### config.mk
export PLATFORM = sky130hd
export DESIGN_NAME = monitor_cmd_engine
export DESIGN_NICKNAME = d
export VERILOG_FILES = /design/src/rtl/monitor_pkg.sv /design/src/rtl/monitor_timeout.sv /design/src/rtl/monitor_cmd_engine.sv
export SDC_FILE = /design/constraint.sdc
export NUM_CORES = 1
export LEC_CHECK = 0
export ABC_AREA = 1
export CORE_MARGIN = 2
export CORE_UTILIZATION = 53
export DETAILED_ROUTE_END_ITERATION = 7
export PLACE_DENSITY = 0.88
export SLEW_MARGIN = 0
export SYNTH_ARGS = -nofsm -noshare
export SYNTH_HDL_FRONTEND = slang
export SYNTH_SLANG_ARGS = --single-unit
### constraint.sdc
create_clock -name clk -period 6.1 [get_ports clk]
set_input_delay 1.22 -clock clk [delete_from_list [all_inputs] [get_ports clk]]
set_output_delay 1.22 -clock clk [all_outputs]
set_load 0.005 [all_outputs]
### src/rtl/monitor_pkg.sv
// Shared state encoding, error codes and default parameters for the monitor
// UART command engine.
package monitor_pkg;

   localparam int CLK_FRQ            = 50_000_000;
   localparam int DEF_CMD_BYTES      = 1;
   localparam int DEF_SIZE_BYTES     = 1;
   localparam int DEF_MAX_PAYLOAD    = 16;
   localparam int DEF_TIMEOUT_CYCLES = CLK_FRQ / 100;  // 10 ms between bytes

   typedef enum logic [2:0] {
      S_IDLE       = 3'd0,
      S_RECV_CMD   = 3'd1,
      S_RECV_SIZE  = 3'd2,
      S_WRITE      = 3'd3,
      S_READ_FETCH = 3'd4,
      S_READ_SEND  = 3'd5,
      S_ERROR      = 3'd6
   } state_t;

   localparam logic [1:0] ERR_NONE    = 2'd0;
   localparam logic [1:0] ERR_RX      = 2'd1;
   localparam logic [1:0] ERR_SIZE    = 2'd2;
   localparam logic [1:0] ERR_TIMEOUT = 2'd3;

   function automatic int max_int(input int a, input int b);
      return (a > b) ? a : b;
   endfunction

endpackage

### src/rtl/monitor_timeout.sv
// Inter-byte watchdog: counts cycles since the last restart and flags expiry
// once TIMEOUT_CYCLES cycles have elapsed since the restarting cycle.
module monitor_timeout
   import monitor_pkg::*;
#(
   parameter int TIMEOUT_CYCLES = DEF_TIMEOUT_CYCLES
) (
   input  logic clk,
   input  logic reset,
   input  logic restart,
   output logic expired
);

   localparam int CNT_W = $clog2(TIMEOUT_CYCLES + 1);
   localparam logic [CNT_W-1:0] LAST = CNT_W'(TIMEOUT_CYCLES - 1);

   logic [CNT_W-1:0] count;

   // The restart cycle itself counts as cycle 0, so the first cycle after it
   // already holds 1 and expiry lands exactly TIMEOUT_CYCLES cycles later.
   always_ff @(posedge clk) begin
      // NOTE: state registers use non-blocking assignments so every flop
      // samples pre-edge values regardless of statement order.
      if (reset)
         count <= '0;
      else if (restart)
         count <= CNT_W'(1);
      else if (count != LAST)
         count <= count + CNT_W'(1);
   end

   assign expired = !restart && (count == LAST);

endmodule

### src/rtl/monitor_cmd_engine.sv
// Command-protocol engine for the monitor UART link: receives a command and
// size header, then buffers a write payload or streams a read response.
module monitor_cmd_engine
   import monitor_pkg::*;
#(
   parameter int CMD_BYTES      = DEF_CMD_BYTES,
   parameter int SIZE_BYTES     = DEF_SIZE_BYTES,
   parameter int MAX_PAYLOAD    = DEF_MAX_PAYLOAD,
   parameter int TIMEOUT_CYCLES = DEF_TIMEOUT_CYCLES
) (
   input  logic                               clk,
   input  logic                               reset,
   input  logic                               rx_valid,
   input  logic [7:0]                         rx_byte,
   input  logic                               rx_error,
   output logic                               tx_write,
   output logic [7:0]                         tx_byte,
   input  logic                               tx_done,
   input  logic                               uart_rts,
   output logic                               uart_cts,
   output logic [2:0]                         state,
   output logic [8*CMD_BYTES-1:0]             cmd,
   output logic                               cmd_rw,
   output logic [8*CMD_BYTES-2:0]             cmd_id,
   output logic [8*SIZE_BYTES-1:0]            data_size,
   output logic [8*MAX_PAYLOAD-1:0]           cmd_data,
   output logic [$clog2(MAX_PAYLOAD+1)-1:0]   cmd_data_idx,
   output logic                               wr_done,
   output logic                               rd_req,
   output logic [$clog2(MAX_PAYLOAD+1)-1:0]   rd_idx,
   input  logic                               rd_ack,
   input  logic [7:0]                         rd_byte,
   output logic                               err,
   output logic [1:0]                         err_code
);

   localparam int CMD_W  = 8 * CMD_BYTES;
   localparam int SIZE_W = 8 * SIZE_BYTES;
   localparam int IDX_W  = $clog2(MAX_PAYLOAD + 1);
   localparam int HDR_W  = $clog2(max_int(CMD_BYTES, SIZE_BYTES) + 1);
   localparam int CMP_W  = max_int(SIZE_W, IDX_W);

   state_t            state_r;
   logic [HDR_W-1:0]  byte_cnt;
   logic [CMD_W-1:0]  cmd_sr, cmd_shift;
   logic [SIZE_W-1:0] size_sr, size_shift;
   logic [IDX_W-1:0]  idx_inc;
   logic              idx_done, size_over;
   logic              rx_abort, tmo_restart, tmo_expired;

   assign state      = state_r;
   assign cmd_rw     = cmd[CMD_W-1];
   assign cmd_id     = cmd[CMD_W-2:0];
   assign cmd_shift  = CMD_W'({cmd_sr, rx_byte});
   assign size_shift = SIZE_W'({size_sr, rx_byte});
   assign idx_inc    = cmd_data_idx + IDX_W'(1);
   assign idx_done   = (CMP_W'(idx_inc) == CMP_W'(data_size));
   assign size_over  = (CMP_W'(size_shift) > CMP_W'(MAX_PAYLOAD));
   assign rx_abort   = rx_error && (state_r inside {S_RECV_CMD, S_RECV_SIZE, S_WRITE});

   // Every move into a watched state coincides with an rx/tx/rd event or
   // leaves IDLE, so these terms also cover the restart-on-state-change rule.
   assign tmo_restart = rx_valid || tx_done || rd_ack ||
                        (state_r == S_IDLE) || (state_r == S_ERROR);

   monitor_timeout #(
      .TIMEOUT_CYCLES(TIMEOUT_CYCLES)
   ) u_timeout (
      .clk    (clk),
      .reset  (reset),
      .restart(tmo_restart),
      .expired(tmo_expired)
   );

   always_ff @(posedge clk) begin
      if (reset) begin
         state_r      <= S_IDLE;
         uart_cts     <= 1'b1;
         byte_cnt     <= '0;
         cmd_sr       <= '0;
         size_sr      <= '0;
         cmd          <= '0;
         data_size    <= '0;
         // NOTE: the payload buffer is a flop vector, not a RAM, so it is
         // reset together with the rest of the visible state.
         cmd_data     <= '0;
         cmd_data_idx <= '0;
         rd_idx       <= '0;
         tx_byte      <= '0;
         tx_write     <= 1'b0;
         wr_done      <= 1'b0;
         rd_req       <= 1'b0;
         err          <= 1'b0;
         err_code     <= ERR_NONE;
      end else begin
         tx_write <= 1'b0;
         wr_done  <= 1'b0;
         rd_req   <= 1'b0;
         err      <= 1'b0;

         if (rx_abort || tmo_expired) begin
            state_r  <= S_ERROR;
            uart_cts <= 1'b1;
            err      <= 1'b1;
            err_code <= rx_abort ? ERR_RX : ERR_TIMEOUT;
         end else begin
            unique case (state_r)
               S_IDLE: begin
                  if (!uart_rts) begin
                     state_r  <= S_RECV_CMD;
                     uart_cts <= 1'b0;
                     byte_cnt <= '0;
                  end
               end

               S_RECV_CMD: begin
                  if (rx_valid) begin
                     cmd_sr   <= cmd_shift;
                     byte_cnt <= byte_cnt + HDR_W'(1);
                     if (byte_cnt == HDR_W'(CMD_BYTES - 1)) begin
                        cmd      <= cmd_shift;
                        byte_cnt <= '0;
                        state_r  <= S_RECV_SIZE;
                     end
                  end
               end

               S_RECV_SIZE: begin
                  if (rx_valid) begin
                     size_sr  <= size_shift;
                     byte_cnt <= byte_cnt + HDR_W'(1);
                     if (byte_cnt == HDR_W'(SIZE_BYTES - 1)) begin
                        data_size <= size_shift;
                        if (size_over) begin
                           state_r  <= S_ERROR;
                           uart_cts <= 1'b1;
                           err      <= 1'b1;
                           err_code <= ERR_SIZE;
                        end else if (size_shift == '0) begin
                           wr_done  <= cmd_rw;
                           state_r  <= S_IDLE;
                           uart_cts <= 1'b1;
                        end else begin
                           cmd_data_idx <= '0;
                           cmd_data     <= '0;
                           if (cmd_rw) begin
                              state_r <= S_WRITE;
                           end else begin
                              state_r  <= S_READ_FETCH;
                              uart_cts <= 1'b1;
                              rd_req   <= 1'b1;
                              rd_idx   <= '0;
                           end
                        end
                     end
                  end
               end

               S_WRITE: begin
                  if (rx_valid) begin
                     for (int i = 0; i < MAX_PAYLOAD; i++)
                        if (cmd_data_idx == IDX_W'(i))
                           cmd_data[8*i +: 8] <= rx_byte;
                     cmd_data_idx <= idx_inc;
                     if (idx_done) begin
                        wr_done  <= 1'b1;
                        state_r  <= S_IDLE;
                        uart_cts <= 1'b1;
                     end
                  end
               end

               S_READ_FETCH: begin
                  if (rd_ack) begin
                     tx_byte  <= rd_byte;
                     tx_write <= 1'b1;
                     state_r  <= S_READ_SEND;
                  end
               end

               S_READ_SEND: begin
                  if (tx_done) begin
                     cmd_data_idx <= idx_inc;
                     if (idx_done) begin
                        state_r <= S_IDLE;
                     end else begin
                        state_r <= S_READ_FETCH;
                        rd_req  <= 1'b1;
                        rd_idx  <= idx_inc;
                     end
                  end
               end

               S_ERROR: begin
                  state_r <= S_IDLE;
               end

               default: begin
                  state_r  <= S_IDLE;
                  uart_cts <= 1'b1;
               end
            endcase
         end
      end
   end

endmodule

# ---- Word level (Yosys, flattened, before mapping)
# Index checks and enable logic that the tools add are counted.
dict set report totals {
  memories 0
  rom_bits 0
  ramBits 0
  regBits 192
  latch_bits 0
}
dict set report classes {
  n_lt_le_gt_ge 1
  shifts 0
  n_div 0
  mul 0
  n_eq_ne 64
  n_bitwise 4
  addsub 3
  n_mux 94
  n_reduce_logical 50
}
# operator count
set op_table {}
lappend op_table {{$mux 128} 5}
lappend op_table {{$pmux 128 s2} 1}
lappend op_table {{$reduce_and 8->1} 17}
lappend op_table {{$mux 8} 16}
lappend op_table {{$mux 5} 13}
lappend op_table {{$mux 3} 14}
lappend op_table {{$eq 5x4->1 const B} 8}
lappend op_table {{$ne 2x1->1 const B} 17}
lappend op_table {{$mux 1} 32}
lappend op_table {{$reduce_and 9->1} 3}
lappend op_table {{$ne 2x2->1 const B} 13}
lappend op_table {{$ne 3x2->1 const B} 7}
lappend op_table {{$eq 5x3->1 const B} 4}
lappend op_table {{$add 19x1->19 const B} 1}
lappend op_table {{$eq 19x19->1 const B} 1}
lappend op_table {{$ne 19x19->1 const B} 1}
lappend op_table {{$pmux 3 s6} 1}
lappend op_table {{$pmux 5 s3} 1}
lappend op_table {{$mux 2} 6}
lappend op_table {{$reduce_and 4->1} 3}
lappend op_table {{$reduce_bool 2->1} 6}
lappend op_table {{$eq 5x2->1 const B} 2}
lappend op_table {{$pmux 5 s2} 1}
lappend op_table {{$eq 3x3->1 const B} 3}
lappend op_table {{other kinds (26)} 40}

# ---- Logic depth before layout (Yosys ltp)
dict set report logic_depth {
  ltp_word 9
  ltp_mapped 16
}

# ---- Modules after synthesis
# Synthesis repeated with hierarchy kept, for this count alone.
dict set report hier_totals {
  cells_unflattened 1204
  hier_area_um2 8404.3
}
# mod instances area_each_um2 cells_per_inst seq_area_each_um2
set modules_own_cells {}
lappend modules_own_cells {monitor_cmd_engine 1 7337.0 1047 3463.3}
lappend modules_own_cells {monitor_timeout 1 1067.3 157 380.4}

# ---- Worst setup path after synthesis
# No wires, ideal clock.
dict set report synth_timing {
  kind {in2reg}
  from {input rx_byte[1]}
  to {register cmd_data[10]}
  path_buffers 1
  arrival_ns 2.517
  stages 13
  path_slack_ns 3.470
  setup_time_ns 0.113
  path_cell_list {nor2_1 -> nand2_1 -> nand2_1 -> nand2_1 -> nand2_1 -> nand2_1 -> nor2_2 -> buf_4 -> nand2_1 -> nor2_4 -> inv_2 -> nor2_1 -> nor2_1}
}
dict set report synth_between {
  elab_chain_cells 3
  elab_cells_between_ends 5
  cone_classes {order compare: 1; eq/ne: 2; reduce/logical: 2}
}
# item line
set synth_lines {}
lappend synth_lines {{start: declaration} monitor_cmd_engine.sv:14} ;# input logic [7:0] rx_byte,
lappend synth_lines {{$gt 8x5->1 or $logic_not 8->1 (tied branches)} {monitor_cmd_engine.sv:58, monitor_cmd_engine.sv:139}}
lappend synth_lines {{$ne 2x2->1 (no line)} n/a}
lappend synth_lines {{$reduce_and 8->1 (no line) (*)} n/a}
lappend synth_lines {{end signal: indexed assignment} monitor_cmd_engine.sv:163} ;# cmd_data[8*i +: 8] <= rx_byte;
lappend synth_lines {{end: declaration} monitor_cmd_engine.sv:26} ;# output logic [8*MAX_PAYLOAD-1:0] cmd_data,
# Every way passes the cells marked *; elsewhere a longest branch is shown, timed or not.
# A chain may end at the register's enable or synchronous reset.

# ---- Final worst setup path
dict set report layout_timing {
  from {input rx_byte[2]}
  to {register cmd_data[13]}
}
# Same word-level chain as after synthesis.

==> reports/metrics.yaml <==
worst_setup_path:
  start_kind: "primary input"
  cp_data_arrival_time_ps: 3860
  cp_num_buf_inv: 2
  slowest_delay_ps: 610
  endpoint_kind: "register"
  crit_required_ps: 6420
  path_delay_family: "simple AND/OR/NAND/NOR gates"
  critical_path_peak_fanout: 12
  path_common_cell: "nand2_1"
  worst_path_max_delay_cell: "nor2_2"
  crit_type: "primary input to register"
  worstPathCellList: "clkdlybuf4s50_1 -> nor2_1 -> nand2_1 -> nand2_1 -> nand2_1 -> nand2_1 -> nand2_1 -> nor2_2 -> nand2_1 -> nor2_4 -> inv_2 -> nor2_1 -> nor2_1"
power_and_ir_drop:
  seq_power_share: 0.370
  p_sw_mw: 1.90
  power_density_nw_per_um2: 467
  power_mw: 5.03
  p_leak_nw: 4.43
  power_frac_comb: 0.419
  internal_power_mw: 3.14
  p_clk_frac: 0.211
  p_sw_frac: 0.377
  ir_drop_v: 0.000264
logic_synthesis:
  syn-num-nets: 1174
  syn_area_um2: 8170
  synthFlopType: "dfxtp_1"
  ys_seq_area_frac: 0.471
  ys.warnings.count: 0
  async_reset_ff_frac: 0
  ys_ff_latch: 192
  synth_top_cell_by_area: "dfxtp_1"
  synth_common_cells: "nor2_1 (270), dfxtp_1 (192), nand2_1 (172)"
  yosysUniqueCellTypes: 31
  avgSynthCellArea_um2: 7.13
  synth_edf_count: 0
  synth_top_area_share: 0.471
  synth_most_common_cell: "nor2_1"
  synth_top_cells_by_area: "dfxtp_1 (47%), nor2_1 (12%), nand2_1 (7.9%)"
  syn_inst: 1145
sta:
  fin_skew_ps: 11.2
  fin_crit_sh: 0.580
  clock.fmax_ghz: 0.282
  setup_ws_ps: 2560
  rsz0062_at_grt: "no"
  fin_crit_ps: 3540
  max_slew_margin: 0.418
  setup_viol_count_final: 0
  drv_slew: 0
  hold-worst-slack_ps: 455
  tightest_slew_ps: 873
  timing_hold_violations_final: 0
  setup_tns_ps: 0
die:
  rows: 45
  initial_core_util: 0.539
  die_height_um: 128
  ios: 203
  core-area_um2: 15100
  dieArea_um2: 16400
  dieWidth_um: 128
global_route:
  grt_pass1_vias: 7613
  overflow: 0
  grt_usage: 0.290
  grt_max_degree: 102
  grt_first_pass_wirelength_mm: 37.9
  antenna_found_initial: 0
worst_hold_path:
  hp-class: "register to register"
detailed_routing:
  wl_mm: 23.9
  dr_total_vias: 8350
  wl_per_cell_um: 15.7
  via_per_inst: 5.49
  drt_iter0_markers: 961
  firstDrtPassIters: 5
  ant_nets: 0
  drcViolationCount: 0
clocking:
  cts_max_level: 4
  path_clk_slew_ps: 70
  post-cts-setup-buffers: 0
  tritoncts: "built"
  holdBufCountCts: 0
  cts_buffers: 17
  clk_latency_ps: 440
  cts_root_buffer: "clkbuf_16"
  clockBufferDepth: 2
  cts_sinks: 192
  ctsResizeCount: 0
cells_and_area:
  drive_gt1_frac: 0.0698
  regArea_um2: 3840
  fin_area_um2: 10800
  syn2layout_area_growth_pct: 32.0
  fillers: 1186
  nets: 1349
  insertedDiodeCount: 0
  multi_input_area_um2: 3710
place:
  dp.final_hpwl_mm: 16.2
  gp_congestion: 0.902
  io_buffers: 202
  pre_cts_ws_ps: 2200
  place_area_um2: 10200
run_status:
  outcome: "complete, no violations"
flow_run:
  drv_cap: 0
## per-layer routing
layer  vias to the layer above  routed length, um  global-route usage
li1                       4066                  -                   -
met1                      3815               9890               0.368
met2                       402              11400               0.484
met3                        67               1900              0.0509
met4                         0                714               0.129
met5                         -                  0                   0
## registers in the layout, summed over array words and instances, names as in the netlist
name             flops
state                3
u_timeout.count     19
rd_idx               5
err_code             2
uart_cts             1
rd_req               1
err                  1
cmd_data_idx         5
cmd_data           128
byte_cnt             1
data_size            8
tx_write             1
wr_done              1
tx_byte              8
cmd                  8
## layout by cell type, fill, tap and decap left out, types with 17 or more instances in the layout
cell type        count
clkdlybuf4s50_1    202
nand2_1            172
a21oi_1             49
dfxtp_1            192
nand4_1             17
nor3_1              48
clkbuf_16           17
nor2_1             270
nand3_1             53
inv_2               23
o21ai_1            117
inv_1               66
o21ai_0             34
## cell type report
type	count	share of cell area
Sequential cell	192	0.357
Clock buffer	19	0.0411
Multi-Input combinational cell	810	0.345
Tap cell	188	0.0218
Inverter	90	0.0315
Clock inverter	13	0.0107
Timing Repair Buffer	209	0.194
## worst min-delay path: cells and delay by family, from the launching register on
kind,cells,cell delay (ps)
flip-flops,1,330
AND/OR/NAND/NOR,2,100
## kinds of logic after synthesis
kind of cell	count (synthesis)	synth area share
simple gates	596	0.316
compound gates	207	0.128
buf+inv	143	0.0743
xor+xnor	1	0.00107
fa+ha+maj	6	0.00919
flops	192	0.471
## power groups by stage
stage               clock (mW)  sequential (mW)  combinational, mW
detailed placement           0             1.87               2.08
global route              1.12             1.89               2.33
global placement             0             1.87               2.04
floorplan                    0             1.86               1.10
CTS                       1.07             1.85               2.10
finish                    1.06             1.86               2.11
## through the flow
step / cells / util
after global routing: 1521 / 0.712
final: 1521 / 0.712
after CTS: 1521 / 0.712
after floorplan: 1145 / -
after detailed placement: 1489 / 0.675
after global placement: 1489 / 0.675
## worst paths after layout
kind / depth (start not counted) / startpoint / slack (ps) / end
hold reg to reg: 2 / uart_cts$_SDFFE_PP1P_ / 460 / uart_cts$_SDFFE_PP1P_
setup / recovery: 13 / rx_byte[2] / 2560 / cmd_data[13]$_SDFFE_PP0P_
hold / removal: 2 / uart_cts$_SDFFE_PP1P_ / 460 / uart_cts$_SDFFE_PP1P_
setup reg to reg: 12 / u_timeout.count[0]$_SDFFE_PP0N_ / 3370 / cmd_data[13]$_SDFFE_PP0P_
No activity file was read; power rests on OpenSTA's default activity.
